$ cat src/rtl/r2sdf_pkg.sv
// Shared types and elaboration-time helpers for the radix-2 SDF FFT sequencer.
package r2sdf_pkg;

  typedef enum logic [1:0] {
    IDLE  = 2'd0,
    RUN   = 2'd1,
    DRAIN = 2'd2
  } state_t;

  // Offset of stage s in the global sample count: each earlier stage
  // contributes its delay span plus one register of butterfly latency.
  function automatic int d_off(input int s, input int n);
    int acc;
    acc = 0;
    for (int k = 0; k < s; k++) begin
      acc = acc + (1 << (n - 1 - k)) + 1;
    end
    return acc;
  endfunction

  // Cycles from the first input sample to the first output bin.
  function automatic int lat(input int n);
    return (1 << n) - 1 + n;
  endfunction

  // Reverse the low n bits of v; bits at and above n come back as zero.
  function automatic logic [15:0] bitrev(input logic [15:0] v, input int n);
    logic [15:0] r;
    r = 16'd0;
    for (int i = 0; i < 16; i++) begin
      if (i < n) begin
        r[4'(i)] = v[4'(n - 1 - i)];
      end
    end
    return r;
  endfunction

endpackage

$ cat src/rtl/r2sdf_stage_seq.sv
// Per-stage decode of butterfly/delay select and twiddle index from the
// global sample count t, shifted by this stage's pipeline offset.
module r2sdf_stage_seq
  import r2sdf_pkg::*;
#(
  parameter int N = 3,
  parameter int S = 0
) (
  input  logic [N+1:0] t,
  output logic         bf_sel,
  output logic [N-2:0] tw
);

  localparam int TW = N + 2;
  localparam logic [N+1:0] DOFF     = TW'(d_off(S, N));
  // Local-count bits below this stage's select bit form the twiddle step.
  localparam logic [N-1:0] LOW_MASK = N'((1 << (N - 1 - S)) - 1);

  logic [N-1:0] c;
  logic         active;
  logic [N-2:0] tw_raw;

  // Local count, select bit and twiddle field; everything is zero until
  // the first sample has reached this stage.
  always_comb begin
    c      = N'(t - DOFF);
    active = (t >= DOFF);
    bf_sel = active & c[N-1-S];
    tw_raw = (N-1)'((c & LOW_MASK) << S);
    tw     = (active && !bf_sel) ? tw_raw : '0;
  end

endmodule

$ cat src/rtl/r2sdf_ctrl.sv
// Sequencing controller for an N-stage radix-2 SDF FFT pipeline: tracks
// the global sample count, gates pipeline advance, and decodes per-stage
// selects, twiddle indices and bit-reversed output bin indices.
module r2sdf_ctrl
  import r2sdf_pkg::*;
#(
  parameter int N   = 3,
  parameter int TWW = N - 1
) (
  input  logic               clk,
  input  logic               rst,
  input  logic               in_valid,
  input  logic               in_sof,
  input  logic               flush,
  output logic               ce,
  output logic [N-1:0]       bf_sel,
  output logic [N*TWW-1:0]   tw_addr,
  output logic               out_valid,
  output logic               out_sof,
  output logic [N-1:0]       out_idx,
  output logic               busy,
  output logic               err
);

  localparam int TW    = N + 2;
  localparam int FRAME = 1 << N;
  localparam logic [TW-1:0] LAT_T   = TW'(lat(N));
  localparam logic [TW-1:0] FRAME_T = TW'(FRAME);
  // Once t reaches the steady-state window it cycles within
  // [LAT, LAT+FRAME-1]: phase and every "t >= offset" test stay correct.
  localparam logic [TW-1:0] TMAX_T  = TW'(lat(N) + FRAME - 1);

  state_t        state, state_nx;
  logic [TW-1:0] t, t_nx, t_inc;
  logic [TW-1:0] drn, drn_nx;
  logic [TW-1:0] rel;
  logic [N-1:0]  p, p_nx;
  logic          err_nx;
  logic          ce_raw;

  // Next-state, counter advance, drain length and framing-error detection.
  always_comb begin
    state_nx = state;
    t_nx     = t;
    drn_nx   = drn;
    err_nx   = err;
    ce_raw   = 1'b0;
    p        = t[N-1:0];
    t_inc    = (t == TMAX_T) ? LAT_T : t + TW'(1);
    case (state)
      IDLE: begin
        if (in_valid && in_sof) begin
          ce_raw   = 1'b1;
          t_nx     = t_inc;
          state_nx = RUN;
        end else begin
          t_nx = '0;
        end
      end
      RUN: begin
        ce_raw = in_valid;
        if (in_valid) begin
          t_nx = t_inc;
          if (in_sof && (p != '0)) begin
            err_nx = 1'b1;
          end else if (!in_sof && (p == '0) && (t != '0)) begin
            err_nx = 1'b1;
          end else begin
            err_nx = err;
          end
        end else begin
          t_nx = t;
        end
        p_nx = t_nx[N-1:0];
        if (flush) begin
          state_nx = DRAIN;
          // Pad out the partial frame, then wait for its last bin.
          drn_nx   = (p_nx == '0) ? LAT_T : FRAME_T - TW'(p_nx) + LAT_T;
        end else begin
          drn_nx = drn;
        end
      end
      DRAIN: begin
        ce_raw = 1'b1;
        t_nx   = t_inc;
        drn_nx = drn - TW'(1);
        if (in_valid || in_sof) begin
          err_nx = 1'b1;
        end else begin
          err_nx = err;
        end
        if (drn == TW'(1)) begin
          state_nx = IDLE;
          t_nx     = '0;
          drn_nx   = '0;
        end else begin
          state_nx = DRAIN;
        end
      end
      default: begin
        state_nx = IDLE;
        t_nx     = '0;
        drn_nx   = '0;
      end
    endcase
    p_nx = t_nx[N-1:0];
  end

  // State, sample count, drain countdown and sticky error registers.
  always_ff @(posedge clk) begin
    if (rst) begin
      state <= IDLE;
      t     <= '0;
      drn   <= '0;
      err   <= 1'b0;
    end else begin
      state <= state_nx;
      t     <= t_nx;
      drn   <= drn_nx;
      err   <= err_nx;
    end
  end

  // Output decode from the registered state and count.
  always_comb begin
    ce        = ce_raw & ~rst;
    busy      = (state != IDLE);
    out_valid = busy && (t >= LAT_T);
    rel       = t - LAT_T;
    out_idx   = out_valid ? N'(bitrev(16'(rel), N)) : '0;
    out_sof   = out_valid && (out_idx == '0);
  end

  for (genvar s = 0; s < N; s++) begin : g_stage
    r2sdf_stage_seq #(.N(N), .S(s)) u_seq (
      .t      (t),
      .bf_sel (bf_sel[s]),
      .tw     (tw_addr[s*TWW +: TWW])
    );
  end

endmodule

$ cat config.mk
export PLATFORM = sky130hd
export DESIGN_NAME = r2sdf_ctrl
export DESIGN_NICKNAME = d
export VERILOG_FILES = /design/src/rtl/r2sdf_pkg.sv /design/src/rtl/r2sdf_stage_seq.sv /design/src/rtl/r2sdf_ctrl.sv
export SDC_FILE = /design/constraint.sdc
export NUM_CORES = 1
export LEC_CHECK = 0
export BUFFER_PORTS_ARGS = -buffer_cell sky130_fd_sc_hd__buf_2
export CAP_MARGIN = 15
export CORE_MARGIN = 2
export CORE_UTILIZATION = 40
export CTS_CLUSTER_DIAMETER = 150
export CTS_CLUSTER_SIZE = 12
export DETAILED_ROUTE_END_ITERATION = 12
export GPL_ROUTABILITY_DRIVEN = 0
export GPL_TIMING_DRIVEN = 0
export PLACE_DENSITY = 0.62
export SYNTH_ARGS = -nofsm -noshare
export SYNTH_HDL_FRONTEND = slang
export SYNTH_SLANG_ARGS = --single-unit
$ cat constraint.sdc
create_clock -name clk -period 2.8 [get_ports clk]
set_input_delay 0.42 -clock clk [delete_from_list [all_inputs] [get_ports clk]]
set_output_delay 0.42 -clock clk [all_outputs]
set_load 0.01 [all_outputs]
; After elaboration in Yosys (flattened, before gate mapping)
; Cells that the tools add are included.
[totals]
wordCells = 78
register_bits = 13
output_inout_bits = 17
inputBits = 5
[classes]
order_cmp = 4
n_bitwise = 6
add_sub_neg = 7
eq_ne = 9
n_mux = 24
reduce_logical = 23
[op_table]
columns = cell, count
row1 = two-way mux 5 bit, 8
row2 = one-hot mux 5 bit (3 select lines), 2
row3 = greater-or-equal comparator 5 x 4 -> 1 bit (second input constant), 2
row4 = two-way mux 2 bit, 5
row5 = zero test 3 bit, 3
row6 = logical AND 1 bit, 8
row7 = != test 2 bit (second input constant), 4
row8 = one-hot mux 2 bit (3 select lines), 1
row9 = adder 5 x 1 -> 5 bit (second input constant), 1
row10 = adder 5 x 4 -> 5 bit (second input constant), 1
row11 = equality test 5 x 1 -> 1 bit (second input constant), 1
row12 = equality test 5 bit (second input constant), 1
row13 = greater-or-equal comparator 5 x 1 -> 1 bit (second input constant), 1
row14 = greater-or-equal comparator 5 x 3 -> 1 bit (second input constant), 1
row15 = two-way mux 1 bit, 5
row16 = nonzero test 5 bit, 1
row17 = subtractor 4 x 3 -> 5 bit (first input constant), 1
row18 = subtractor 5 x 1 -> 5 bit (second input constant), 1
row19 = bitwise AND 1 bit, 4
row20 = AND reduction 2 bit, 2
row21 = AND reduction 4 bit, 1
row22 = nonzero test 2 bit, 2
row23 = zero test 1 bit, 3
row24 = two-way mux 3 bit, 1
row25 = other kinds (12), 13

; Logic depth before layout (Yosys ltp)
; Gate-level depths: netlist of run 1.
[depth]
word_depth = 9
depth_mapped = 11

; Modules after synthesis
; Synthesis of run 1 repeated with hierarchy kept, for this count alone.
[hier_totals]
cells_unflattened = 167
area_unflattened_um2 = 1272.5
[modules_own_cells]
columns = mod, seq_area_each_um2, area_per_inst_um2, cells_each, n_inst
row1 = r2sdf_ctrl, 260.2, 1167.4, 152, 1
row2 = r2sdf_stage_seq at g_stage[1].u_seq, 0.0, 58.8, 8, 1
row3 = r2sdf_stage_seq at g_stage[2].u_seq, 0.0, 26.3, 4, 1
row4 = r2sdf_stage_seq at g_stage[0].u_seq, 0.0, 20.0, 3, 1

; Worst setup path after synthesis of run 1
; Ideal clock, no wire load.
[synth_timing]
path_type = reg2reg
from = reg t[0]
to = reg drn[3]
required_time_ns = 2.671
setup_time_ns = 0.129
slack_ns = 0.715
path_stages_with_launch = 10
arrival_ns = 1.956
cell_sequence = dfxtp_1 > clkbuf_1 > inv_1 > ha_1 > nand2_1 > o21ai_0 > inv_1 > ha_1 > o41ai_1 > o21ai_1
[synth_between]
elab_chain_cells = 9
[synth_lines]
columns = item, line_no
row1 = from (decl), r2sdf_ctrl.sv:34  ; logic [TW-1:0] t, t_nx, t_inc;
row2 = from (signal assigned), r2sdf_ctrl.sv:118  ; t <= t_nx;
row3 = adder 5 x 1 -> 5 bit / equality test 5 bit (equally long branches), r2sdf_ctrl.sv:49  ; t_inc = (t == TMAX_T) ? LAT_T : t + TW'(1);
row4 = two-way mux 5 bit, r2sdf_ctrl.sv:49
row5 = two-way mux 5 bit (*), r2sdf_ctrl.sv:62  ; if (in_valid) begin
row6 = two-way mux 5 bit (*), r2sdf_ctrl.sv:50  ; case (state)
row7 = subtractor 4 x 3 -> 5 bit, r2sdf_ctrl.sv:78  ; drn_nx = (p_nx == '0) ? LAT_T : FRAME_T - TW'(p_nx) + LAT_T;
row8 = adder 5 x 4 -> 5 bit, r2sdf_ctrl.sv:78
row9 = two-way mux 5 bit (*), r2sdf_ctrl.sv:78
row10 = two-way mux 5 bit (*), r2sdf_ctrl.sv:75  ; if (flush) begin
row11 = one-hot mux 5 bit (3 select lines) (*), r2sdf_ctrl.sv:50
row12 = to (signal assigned), r2sdf_ctrl.sv:119  ; drn <= drn_nx;
row13 = to (decl), r2sdf_ctrl.sv:35  ; logic [TW-1:0] drn, drn_nx;
; Every way passes the cells marked *; elsewhere a longest branch is shown, timed or not. The select of a mux whose other input is x is not followed.
; A chain may end at the register's enable or synchronous reset.

; Worst setup path in the final report of run 1
; Ends and elaborated chain as after synthesis.

==> impl_metrics.tcl, run 1 <==
set metrics [dict create \
    cts_resized 0 \
    synth-async-reset-ratio_pct 0 \
    final.period_utilization_pct 85.8 \
    tightest_slew_ns 0.507 \
    hold_viol_final 0 \
    required_ns 2.95 \
    first_iter_violations 101 \
    clkTransAtPathRegs_ns 0.08 \
    final_core_util_pct 46.9 \
    path_class "flip-flop to flip-flop" \
    fin_nets 221 \
    worstPathMaxFanout 10 \
    wl_per_cell_um 12.4 \
    grt_overflow 0 \
    power.internal_mw 0.307 \
    via_per_inst 5.28 \
    holdWs_ns 0.380 \
    cp_top_family "compound AO/OA/AOI/OAI gates" \
    core_area_sq_um 3280 \
    port-buffer-count 18 \
    drive_gt1_share_pct 22.8 \
    ios 22 \
    n_antenna_cell 0 \
    maxCapViolations 0 \
    antenna_found_initial 0 \
    p_per_area_nw_per_um2 307 \
    switching_share_pct 35.1 \
    fin_skew_ns 0.00227 \
    synth_common_cells "ha_1, inv_1, nor2_1" \
    report.final.slew_viol_count 0 \
    grt_pass1_wl_mm 5.36 \
    end_kind "flip-flop" \
    leakagePower_nw 0.672 \
    area_growth_pct 13.5 \
    cts_sinks 13 \
    cp.arrival_ns 2.55 \
    dr.pass1.iters 4 \
    cts_setup_buffers 0 \
    crit_chain "clkbuf_2 > inv_1 > ha_1 > nand2_1 > o21ai_0 > inv_1 > ha_1 > o41ai_1 > o21ai_1" \
    hpwl_mm 2.40 \
    max_stage_delay_ns 0.44 \
    synth_area_leader_cell "dfxtp_1" \
    synth.top_cell.area_share_pct 19.2 \
    switching_power_mw 0.166 \
    die_width_um 62.2 \
    drc 0 \
    crit_buf_inv 3 \
    initial_utilization_pct 41.3 \
    fin_setup_tns_ns 0 \
    die_y_um 62.2 \
    grt_use_total_pct 16.6 \
    outcome "completed" \
    cts_buffers 3 \
    h-tree-depth 1 \
    cts_tree "done" \
    rsz0062_at_grt "no" \
    yosys_most_used_dff "dfxtp_1" \
    clock_path_buffers 2 \
    clockPowerShare_pct 24.7 \
    setup_viol 0 \
    dieArea_sq_um 3870 \
    ys_types 49 \
    cts-root-buf "clkbuf_4" \
    synth-edff-count 0 \
    seqPwrFrac_pct 42.2 \
    ir_drop_v 0.000204 \
    synth_seq_cells 13 \
    max_freq_mhz 416 \
    ys_top_cells_by_area "dfxtp_1, ha_1, inv_1" \
    synthCells 173 \
    ys_seq_area_share_pct 19.2 \
    ant_nets 0 \
    grt_pass1_vias 1172 \
    hold_buffers 0 \
    row_count 21 \
    yosys_warnings 0 \
    max_slew_margin_pct 66.2 \
    slowest_stage "o41ai_1" \
    clock_latency_ns 0.27 \
    syn_area_per_cell_sq_um 7.84 \
    start_kind "flip-flop" \
    vias 1284 \
    grt_max_degree 11 \
    routed_wl_mm 3.02 \
    worstHoldPathType "input port to flip-flop" \
    finalCriticalPeriod_ns 2.40 \
    finalPower_mw 0.473 \
    combinationalPowerShare_pct 33.1 \
    synth_area_sq_um 1360 \
]
==> registers in the layout, summed over array words and instances (netlist names) <==
| signal | count |
|---|---|
| drn | 5 |
| t | 5 |
| state | 2 |
| err | 1 |
==> power groups by stage <==
stage          sequential (mW)  combinational, mW  clock [mW]
2_1_floorplan            0.202              0.116           0
3_3_place_gp             0.203              0.154           0
6_report                 0.200              0.156       0.117
4_1_cts                  0.200              0.155       0.119
3_5_place_dp             0.204              0.155           0
5_1_grt                  0.201              0.177       0.128
==> cell usage in the layout (no fill, tap or decap), types with 2 or more instances in the layout <==
cell | synthesis | layout
nand3_1 | 4 | 4
a31oi_1 | 2 | 2
clkbuf_1 | 2 | 2
nor4_1 | 2 | 2
clkbuf_4 | 0 | 3
and3b_1 | 2 | 2
buf_6 | 3 | 3
ha_1 | 18 | 18
buf_2 | 3 | 21
conb_1 | 1 | 3
a211oi_1 | 2 | 2
dfxtp_1 | 13 | 13
inv_1 | 18 | 18
nand2_1 | 10 | 10
o21ai_0 | 6 | 5
nor2_1 | 15 | 15
nand2b_1 | 7 | 7
buf_4 | 6 | 6
a21oi_1 | 11 | 11
o211ai_1 | 2 | 2
a22oi_1 | 4 | 4
nor3_1 | 9 | 9
o21ai_1 | 4 | 5
o311a_2 | 2 | 2
nor3b_1 | 2 | 2
==> final timing paths <==
path / from / endpoint / slack [ns] / cells after the start
setup reg to reg: t[0] / drn[3] / 0.40 / 9
setup / recovery: t[0] / drn[3] / 0.40 / 9
hold / removal: rst / state[0] / 0.38 / 2
hold reg to reg: err / err / 0.52 / 2
==> cell families after synthesis <==
group,share of synthesized area (%)
buffers and inverters,12.5
other,0.276
muxes,1.57
DFF,19.2
adders and majority gates,16.6
and+or+nand+nor,27.6
AOI/OAI and AO/OA,22.3
==> per-layer routing <==
layer  up-vias  GRT usage (%)  part of all wire [%]
met5         -              0                     0
met4         0           1.94                  0.40
met3         2           4.17                   3.9
met2        24           27.4                    47
met1       607           22.4                    48
li1        651              -                     -
==> per-stage QoR <==
| stage | worst slack (ns) | instances | cell area (sq um) |
|---|---|---|---|
| 5_1_grt | 0.210 | 243 | 1540 |
| 3_5_place_dp | 0.231 | 239 | 1510 |
| 6_report | 0.399 | 243 | 1540 |
| 3_3_place_gp | 0.285 | 239 | 1510 |
| 2_1_floorplan | 0.715 | 175 | 1360 |
| 4_1_cts | 0.140 | 243 | 1540 |
==> cell type report <==
cell class | instances | area, sq um
inverters | 18 | 67.6
clock buffers | 4 | 26.3
repair buffers | 18 | 90.1
flip-flops and latches | 13 | 260
fillers | 332 | 1750
well taps | 46 | 57.6
multi-input cells | 130 | 935
plain buffers | 14 | 103
Power figures use the tool's default switching activity.
==> inputs of run 2 (changes only) <==
PLACE_DENSITY = default   (was 0.62)
==> run 2 against run 1 <==
Compared with the run above:
- clock skew is 0.0015 ns higher
- clock power is 4% higher
- flip-flop and latch count stayed put
- die area stayed put
- worst setup slack worse by 0.16 ns
- via count stayed put
- maximum frequency is 6.2% lower
- critical path type is now flip-flop to output port
==> impl_metrics.tcl, run 2 (synthesis gave the netlist of run 1 again) <==
set metrics [dict create \
    vias 1284 \
    setup_viol 0 \
    reg2reg_depth 9 \
    initial_utilization_pct 41.3 \
    ios 22 \
    worstPathMaxFanout 10 \
    wl_met3_um 98 \
    final_common_cell "buf_2" \
    routed.top_layer "met4" \
    start_kind "flip-flop" \
    reg2reg_from "t[0]" \
    max_freq_mhz 391 \
    dr.pass1.iters 5 \
    report.final.slew_viol_count 0 \
    seq_area_sq_um 260 \
    reg_top3 "drn x5, t x5, state x2" \
    cts_sinks 13 \
    rsz0062_at_grt "no" \
    hold_viol_final 0 \
    cts_buffers 3 \
    drive_gt1_share_pct 22.3 \
    die_width_um 62.2 \
    holdWs_ns 0.379 \
    finalPower_mw 0.477 \
    outcome "completed" \
    via_per_inst 5.28 \
    grt_use_total_pct 16.7 \
    worstHoldPathType "input port to flip-flop" \
    worst_slack_ns 0.240 \
    place_ws_ns 0.276 \
    cp.arrival_ns 2.14 \
    leakagePower_nw 0.668 \
    finalCriticalPeriod_ns 2.56 \
    n_antenna_cell 0 \
    cts_setup_buffers 0 \
    port-buffer-count 18 \
    dp.cells 239 \
    hold_buffers 0 \
    dieArea_sq_um 3870 \
    grt_max_degree 11 \
    h-tree-depth 1 \
    drc 0 \
    end_kind "output port" \
    cts_resized 0 \
    p_per_area_nw_per_um2 310 \
    final_core_util_pct 46.8 \
    antenna_found_initial 0 \
    ant_nets 0 \
    core_area_sq_um 3280 \
    fin_nets 221 \
    n_fill_cell 340 \
    hpwl_mm 2.43 \
    final.period_utilization_pct 91.4 \
    postPlaceCellArea_sq_um 1510 \
    wl_per_cell_um 12.8 \
    grt_pass1_wl_mm 5.33 \
    grt_overflow 0 \
    row_count 21 \
    clock_path_buffers 2 \
    required_ns 2.38 \
    fin_skew_ns 0.00379 \
    r2r_end "drn[3]" \
    grt_pass1_vias 1184 \
    cts-root-buf "clkbuf_4" \
    route.met2.wl_mm 1.50 \
    wl_met1_mm 1.43 \
    postLayoutCellArea_sq_um 1540 \
    path_class "flip-flop to output port" \
    cp-endpoint "out_sof" \
    layout_common_cells "buf_2, inv_1, ha_1, nor2_1, dfxtp_1" \
    fin_setup_tns_ns 0 \
    area_growth_pct 13.4 \
    routed_wl_mm 3.10 \
    clkTransAtPathRegs_ns 0.08 \
    finalNonFillerCells 243 \
    clock_latency_ns 0.28 \
    multi_input_area_sq_um 935 \
    ir_drop_v 0.000235 \
    ff2ff_setup_slack_ns 0.27 \
    first_iter_violations 58 \
    cts_tree "done" \
    maxCapViolations 0 \
    die_y_um 62.2 \
    startpoint "t[0]" \
]
## run 2: cell counts in the layout (fill, tap and decap cells not counted)
No cell type changed its count.
## run 2: area by class of cell
cell class	instances	share of cell area, %
buffer	14	6.59
timing repair buffer	18	5.86
inverter	18	4.39
sequential	13	16.9
clock buffer	4	1.71
tap	46	3.74
multi-input combinational	130	60.8
## run 2: power breakdown
group          switching, mW  leakage [nW]  internal, mW
logic                 0.0969         0.548        0.0593
clock network         0.0667        0.0150        0.0554
registers            0.00732         0.105         0.192
## run 2: worst min path at each step
stage                     slack (ns)  depth (start not counted)  endpoint  startpoint
after floorplan                 0.50                          1  state[0]         rst
after global placement          0.49                          2       err         err
after detailed placement        0.50                          2       err         err
after CTS                       0.37                          2  state[0]         rst
after global routing            0.39                          2  state[0]         rst
final                           0.38                          2  state[0]         rst
## run 2: worst max-delay path, stage by stage, from the launching register on
cell,delay (ns)
dfxtp_1,0.36
clkbuf_1,0.35
inv_1,0.23
ha_1,0.25
nand2b_1,0.06
a21boi_0,0.07
o21ai_1,0.29
nor3_1,0.09
buf_2,0.15
## run 2: routing by layer
layer / GRT usage (%) / up-vias
met5: 0 / -
met4: 7.22 / 0
met3: 3.80 / 8
met2: 26.5 / 23
met1: 21.8 / 600
li1: - / 653
